`config.mk`:
```
export PLATFORM = sky130hd
export DESIGN_NAME = ps2_note_keys
export DESIGN_NICKNAME = d
export VERILOG_FILES = /design/src/rtl/ps2_pkg.sv /design/src/rtl/ps2_rx_frame.sv /design/src/rtl/ps2_note_keys.sv
export SDC_FILE = /design/constraint.sdc
export NUM_CORES = 1
export LEC_CHECK = 0
export BUFFER_PORTS_ARGS = -buffer_cell sky130_fd_sc_hd__buf_2
export CORE_AREA = 2 2 77 79
export DETAILED_ROUTE_END_ITERATION = 8
export DIE_AREA = 0 0 79 81
export HOLD_SLACK_MARGIN = 0.05
export PLACE_DENSITY = 0.86
export SYNTH_ARGS = -nofsm -noshare
export SYNTH_HDL_FRONTEND = slang
export SYNTH_SLANG_ARGS = --single-unit
```
`constraint.sdc`:
```
create_clock -name clk -period 8 [get_ports clk]
set_input_delay 0.4 -clock clk [delete_from_list [all_inputs] [get_ports clk]]
set_output_delay 0.4 -clock clk [all_outputs]
set_load 0.02 [all_outputs]
```
`src/rtl/ps2_pkg.sv`:
```
// Shared scan-code set 2 constants, receiver state encoding and key-map helpers
// for the PS/2 note-key front end.
package ps2_pkg;

    localparam logic [7:0] PS2_EXT   = 8'hE0;
    localparam logic [7:0] PS2_BRK   = 8'hF0;
    localparam logic [7:0] PS2_SPACE = 8'h29;

    localparam logic [7:0] KEY_A     = 8'h1C;
    localparam logic [7:0] KEY_S     = 8'h1B;
    localparam logic [7:0] KEY_D     = 8'h23;
    localparam logic [7:0] KEY_F     = 8'h2B;
    localparam logic [7:0] KEY_J     = 8'h3B;
    localparam logic [7:0] KEY_K     = 8'h42;
    localparam logic [7:0] KEY_L     = 8'h4B;
    localparam logic [7:0] KEY_SEMI  = 8'h4C;

    typedef enum logic {
        RX_IDLE  = 1'b0,
        RX_SHIFT = 1'b1
    } rx_state_t;

    typedef struct packed {
        logic       hit;
        logic [2:0] idx;
    } note_hit_t;

    function automatic note_hit_t note_lookup(input logic [7:0] code);
        note_hit_t r;
        r.hit = 1'b1;
        r.idx = 3'd0;
        case (code)
            KEY_A:    r.idx = 3'd0;
            KEY_S:    r.idx = 3'd1;
            KEY_D:    r.idx = 3'd2;
            KEY_F:    r.idx = 3'd3;
            KEY_J:    r.idx = 3'd4;
            KEY_K:    r.idx = 3'd5;
            KEY_L:    r.idx = 3'd6;
            KEY_SEMI: r.idx = 3'd7;
            default:  r.hit = 1'b0;
        endcase
        return r;
    endfunction

    // Scans from the top so the last hit is the lowest set index.
    function automatic logic [2:0] lowest_held(input logic [7:0] held);
        logic [2:0] r;
        r = 3'd0;
        for (int i = 7; i >= 0; i--) begin
            if (held[i]) r = 3'(i);
        end
        return r;
    endfunction

endpackage

```
`src/rtl/ps2_rx_frame.sv`:
```
// PS/2 frame receiver: synchronisers, clock glitch filter, 11-bit frame FSM
// with odd-parity check and an intra-frame idle timeout.
module ps2_rx_frame
    import ps2_pkg::*;
#(
    parameter int TIMEOUT_CYCLES = 50000,
    parameter int FILTER_LEN     = 8
) (
    input  logic       clk,
    input  logic       reset,
    input  logic       ps2_clk,
    input  logic       ps2_dat,
    output logic [7:0] rx_byte,
    output logic       rx_valid,
    output logic       frame_err
);

    localparam int FLT_W = $clog2(FILTER_LEN + 1);
    localparam int TO_W  = $clog2(TIMEOUT_CYCLES + 1);

    logic             clk_s1, clk_s2;
    logic             dat_s1, dat_s2;
    logic             filt;
    logic [FLT_W-1:0] flt_cnt;
    logic             fall;

    rx_state_t        state;
    logic [3:0]       bit_cnt;
    logic [9:0]       frame;
    logic [TO_W-1:0]  to_cnt;

    always_ff @(posedge clk or posedge reset) begin
        if (reset) begin
            clk_s1 <= 1'b0;
            clk_s2 <= 1'b0;
            dat_s1 <= 1'b0;
            dat_s2 <= 1'b0;
        end else begin
            clk_s1 <= ps2_clk;
            clk_s2 <= clk_s1;
            dat_s1 <= ps2_dat;
            dat_s2 <= dat_s1;
        end
    end

    // The filtered level flips only after FILTER_LEN consecutive samples
    // disagree with it; fall is a one-cycle strobe on a 1->0 flip.
    always_ff @(posedge clk or posedge reset) begin
        if (reset) begin
            filt    <= 1'b0;
            flt_cnt <= '0;
            fall    <= 1'b0;
        end else begin
            fall <= 1'b0;
            if (clk_s2 == filt) begin
                flt_cnt <= '0;
            end else if (flt_cnt == FLT_W'(FILTER_LEN - 1)) begin
                filt    <= clk_s2;
                flt_cnt <= '0;
                fall    <= ~clk_s2;
            end else begin
                flt_cnt <= flt_cnt + 1'b1;
            end
        end
    end

    // frame[0] = start, frame[8:1] = data LSB first, frame[9] = parity;
    // the stop bit is judged directly as it arrives.
    always_ff @(posedge clk or posedge reset) begin
        if (reset) begin
            state     <= RX_IDLE;
            bit_cnt   <= 4'd0;
            frame     <= 10'd0;
            to_cnt    <= '0;
            rx_byte   <= 8'd0;
            rx_valid  <= 1'b0;
            frame_err <= 1'b0;
        end else begin
            rx_valid  <= 1'b0;
            frame_err <= 1'b0;
            case (state)
                RX_IDLE: begin
                    to_cnt <= '0;
                    if (fall && !dat_s2) begin
                        frame[0] <= 1'b0;
                        bit_cnt  <= 4'd1;
                        state    <= RX_SHIFT;
                    end
                end
                RX_SHIFT: begin
                    if (fall) begin
                        to_cnt <= '0;
                        if (bit_cnt == 4'd10) begin
                            state   <= RX_IDLE;
                            bit_cnt <= 4'd0;
                            if (!frame[0] && dat_s2 && (^frame[9:1])) begin
                                rx_byte  <= frame[8:1];
                                rx_valid <= 1'b1;
                            end else begin
                                frame_err <= 1'b1;
                            end
                        end else begin
                            frame[bit_cnt] <= dat_s2;
                            bit_cnt        <= bit_cnt + 4'd1;
                        end
                    end else if (to_cnt == TO_W'(TIMEOUT_CYCLES - 1)) begin
                        frame_err <= 1'b1;
                        state     <= RX_IDLE;
                        bit_cnt   <= 4'd0;
                        to_cnt    <= '0;
                    end else begin
                        to_cnt <= to_cnt + 1'b1;
                    end
                end
                default: state <= RX_IDLE;
            endcase
        end
    end

endmodule

```
`src/rtl/ps2_note_keys.sv`:
```
// Simon Says keyboard front end: turns PS/2 make/break traffic into a held
// bitmap for eight note keys, the current note index and a space-bar level.
module ps2_note_keys
    import ps2_pkg::*;
#(
    parameter int TIMEOUT_CYCLES = 50000,
    parameter int FILTER_LEN     = 8
) (
    input  logic       clk,
    input  logic       reset,
    input  logic       PS2_CLK,
    input  logic       PS2_DAT,
    output logic [2:0] keyCode,
    output logic       keyPressed,
    output logic       spacePressed,
    output logic [7:0] key_held,
    output logic [7:0] rx_byte,
    output logic       rx_valid,
    output logic       frame_err
);

    logic      ext;
    logic      brk;
    note_hit_t hit;
    logic [7:0] held_clr;

    ps2_rx_frame #(
        .TIMEOUT_CYCLES (TIMEOUT_CYCLES),
        .FILTER_LEN     (FILTER_LEN)
    ) u_rx (
        .clk       (clk),
        .reset     (reset),
        .ps2_clk   (PS2_CLK),
        .ps2_dat   (PS2_DAT),
        .rx_byte   (rx_byte),
        .rx_valid  (rx_valid),
        .frame_err (frame_err)
    );

    assign hit      = note_lookup(rx_byte);
    assign held_clr = key_held & ~(8'b1 << hit.idx);

    always_ff @(posedge clk or posedge reset) begin
        if (reset) begin
            ext          <= 1'b0;
            brk          <= 1'b0;
            key_held     <= 8'd0;
            keyPressed   <= 1'b0;
            keyCode      <= 3'd0;
            spacePressed <= 1'b0;
        end else if (frame_err) begin
            ext <= 1'b0;
            brk <= 1'b0;
        end else if (rx_valid) begin
            case (rx_byte)
                PS2_EXT: ext <= 1'b1;
                PS2_BRK: brk <= 1'b1;
                default: begin
                    ext <= 1'b0;
                    brk <= 1'b0;
                    if (!ext && hit.hit) begin
                        if (!brk) begin
                            // Typematic repeats of a held key leave keyCode alone.
                            if (!key_held[hit.idx]) begin
                                key_held[hit.idx] <= 1'b1;
                                keyPressed        <= 1'b1;
                                keyCode           <= hit.idx;
                            end
                        end else begin
                            key_held   <= held_clr;
                            keyPressed <= |held_clr;
                            if (hit.idx == keyCode && (|held_clr))
                                keyCode <= lowest_held(held_clr);
                        end
                    end
                    if (!ext && rx_byte == PS2_SPACE)
                        spacePressed <= ~brk;
                end
            endcase
        end
    end

endmodule

```
==> flow_summary_export.csv <==
group,metric,value,unit
outcome,status,"finished clean",
die,ios,27,
global_routing,antenna_found_initial,0,
die,dieArea,6400,um^2
sta,rsz0062_at_grt,"no",
setup_path,critPathMaxFanout,11,
die,chipHeight,81,um
finish,area_growth,11.6,%
sta,max_slew_margin,0.312,
cts,cts_tree,"built",
power,p_comb_frac,0.038,
yosys,synth_edf_count,0,
place,hpwl,4.88,mm
route,drtAntennaViolNets,0,
cts,cts_setup_buffers,0,
flow_run,cap_violations,0,
yosys,synth_area_leaders,"dfrtp_1, mux2_2, xnor2_1, nor2_1, nand2_1",
min_path,hold_depth,1,
yosys,ys_warn_count,0,
route,drc,0,
yosys,postSynthAreaPerCell,10.1,um^2
yosys,synth_area,3480,um^2
place,place_congestion,0.937,
finish,drive_above_1_share,0.199,
cts,numCtsBuffers,9,
yosys,synth_nets,350,
setup_path,r2r_cells,7,
die,num_rows,28,
cts,htree_levels,3,
power,cellInternalPower,549,uW
cts,cts_root_buf,"clkbuf_8",
global_routing,overflow,0,
power,swShare,0.219,
setup_path,crit_path_end_kind,"register",
sta,fin_crit_sh,0.416,
route,drtIter0Drc,129,
finish,fin_nets,373,
die,core_area,5680,um^2
power,power_switching,154,uW
route,firstDrtPassIters,4,
setup_path,crit_arrival,3550,ps
setup_path,worstPathRequired,8220,ps
global_routing,grt_pass1_wl,11.9,mm
yosys,synth_cells,344,
global_routing,grt_pass1_vias,2491,
sta,fmaxAchievable,0.300,GHz
die,die_w,79,um
finish,fill_cells,454,
yosys,synth-seq-area-share,0.474,
sta,final_hold_viol_count,0,
power,p_total,703,uW
route,vias,2643,
power,seqPwrFrac,0.499,
sta,min_period,3330,ps
power,p_clk_frac,0.462,
cts,clock_latency,340,ps
power,ir_drop,0.211,mV
route,viasPerCell,5.91,
global_routing,grt_usage,0.243,
finish,antenna_cells,0,
place,io_buffers,26,
sta,tightest_slew,1020,ps
global_routing,grt_max_degree,67,
cts,ctsHoldBuffers,0,
min_path,hold_path.class,"in2reg",
yosys,synth_area_leader_cell,"dfrtp_1",
sta,fin_setup_tns,0,ps
setup_path,critPathKind,"reg2reg",
cts,clkSinkCount,66,
die,start_util,0.613,
cts,ctsResizeCount,0,
yosys,ys_types,59,
cts,clk_pin_slew,80,ps
yosys,synthArstFlopShare,1.00,
power,p_per_area,181,nW/um^2
route,wl_per_cell,16.0,um
sta,slew_viol_final,0,
route,drt_wl_total,7.14,mm
yosys,synth-seq-cells,66,
yosys,synth_top_area_frac,0.474,
sta,skew,10.6,ps
cts,cts.path.max_buffers,2,
power,power.leakage,0.00175,uW
yosys,synth-main-ff-cell,"dfrtp_1",
setup_path,cp-start-kind,"register",
sta,setup_viol,0,
-- placed cells by master (no fill, tap or decap), drive strengths merged, types with 3 or more instances in the layout --
cell / Yosys / routed
a211oi: 3 / 3
a21oi: 14 / 14
a311oi: 3 / 3
and3: 5 / 5
buf: 4 / 28
clkbuf: 12 / 11
dfrtp: 66 / 66
inv: 13 / 14
mux2: 22 / 22
mux2i: 8 / 8
nand2: 27 / 27
nand2b: 5 / 5
nand3: 11 / 11
nand3b: 7 / 7
nand4: 7 / 7
nor2: 32 / 32
nor2b: 4 / 4
nor3: 11 / 11
nor4: 4 / 4
nor4b: 3 / 3
o21ai: 13 / 13
or3: 4 / 4
xnor2: 20 / 20
xor2: 6 / 6
-- area by class of cell --
class                   instances  area, um^2  area share
inverters                      13        48.8      0.0126
flip-flops and latches         66        1650       0.425
well taps                      75        93.8      0.0242
clock inverters                 5        85.1      0.0219
multi-input cells             249        1710       0.440
repair buffers                 28         145      0.0374
clock buffers                  11         151      0.0390
-- metal layers --
layer	GRT usage	vias to the layer above	wire length, um	part of all wire
li1	-	1273	-	-
met1	0.299	1288	2980	0.42
met2	0.420	69	3700	0.52
met3	0.0433	13	322	0.045
met4	0.109	0	138	0.019
met5	0	-	0	0
-- path summary, 6_finish.rpt --
check,startpoint,slack [ps],end
max,u_rx.rx_byte[4]$_DFFE_PP0P_,4670,keyCode[2]$_DFFE_PP0P_
min,PS2_CLK,160,u_rx.clk_s1$_DFF_PP0_
max reg2reg,u_rx.rx_byte[4]$_DFFE_PP0P_,4670,keyCode[2]$_DFFE_PP0P_
min reg2reg,u_rx.clk_s1$_DFF_PP0_,360,u_rx.clk_s2$_DFF_PP0_
max in group asynchronous,reset,7190,u_rx.dat_s2$_DFF_PP0_
min in group asynchronous,reset,280,keyPressed$_DFFE_PP0P_
-- critical path: stages, from the launching register on --
cell and delay, ps:
dfrtp_1 490, nor4b_1 910, o21a_1 230, a311oi_1 70
a2111oi_0 680, o22ai_2 330, nand4_4 170, mux2_1 330
-- cells by family (layout without fill, tap and decap cells) --
kind of cell | after synthesis | count (layout) | synth area share
AO/OA/AOI/OAI | 54 | 54 | 0.102
XOR/XNOR | 26 | 26 | 0.0654
adder cells (fa/ha/maj) | 2 | 2 | 0.00719
buffers and inverters | 29 | 57 | 0.0345
flip-flops | 66 | 66 | 0.474
multiplexers | 30 | 30 | 0.0942
AND/OR/NAND/NOR | 137 | 137 | 0.222
-- registers in the layout, indices dropped and copies added (netlist names) --
name and cells:
u_rx.rx_valid 1, u_rx.to_cnt 16, keyPressed 1, u_rx.frame_err 1, u_rx.dat_s2 1, u_rx.state 1
u_rx.bit_cnt 4, u_rx.clk_s1 1, u_rx.filt 1, brk 1, ext 1, u_rx.fall 1
u_rx.flt_cnt 4, key_held 8, spacePressed 1, u_rx.dat_s1 1, keyCode 3, u_rx.clk_s2 1
u_rx.rx_byte 8, u_rx.frame 10
-- power groups by stage --
stage | Clock [uW] | Combinational (uW) | Sequential, uW
floorplan | 0 | 22.8 | 355
global placement | 0 | 26.1 | 356
detailed placement | 0 | 27.9 | 357
CTS | 331 | 27.9 | 351
global route | 344 | 30.7 | 351
finish | 325 | 27.1 | 351
-- stage by stage --
stage	instance area, um^2	hold slack (ps)	setup WS [ps]	utilization	cells
finish	3880	161	4670	0.685	447
CTS	3880	149	4810	0.685	447
global route	3880	143	4510	0.685	447
global placement	3650	335	5070	0.643	431
detailed placement	3650	348	4830	0.643	431
floorplan	3480	331	5040	-	344
-- cell usage after synthesis (3+ instances only) --
cell / number
a211oi_1: 3
a21oi_1: 14
a311oi_1: 3
and3_1: 5
buf_2: 3
clkbuf_1: 12
dfrtp_1: 66
inv_1: 13
mux2_1: 3
mux2_2: 19
mux2i_1: 8
nand2_1: 27
nand2b_1: 5
nand3_1: 11
nand3b_1: 7
nand4_1: 6
nor2_1: 32
nor2b_1: 4
nor3_1: 10
nor4_1: 4
o21ai_0: 13
or3_1: 4
xnor2_1: 20
xor2_1: 6
No activity file was read; power rests on OpenSTA's default activity.
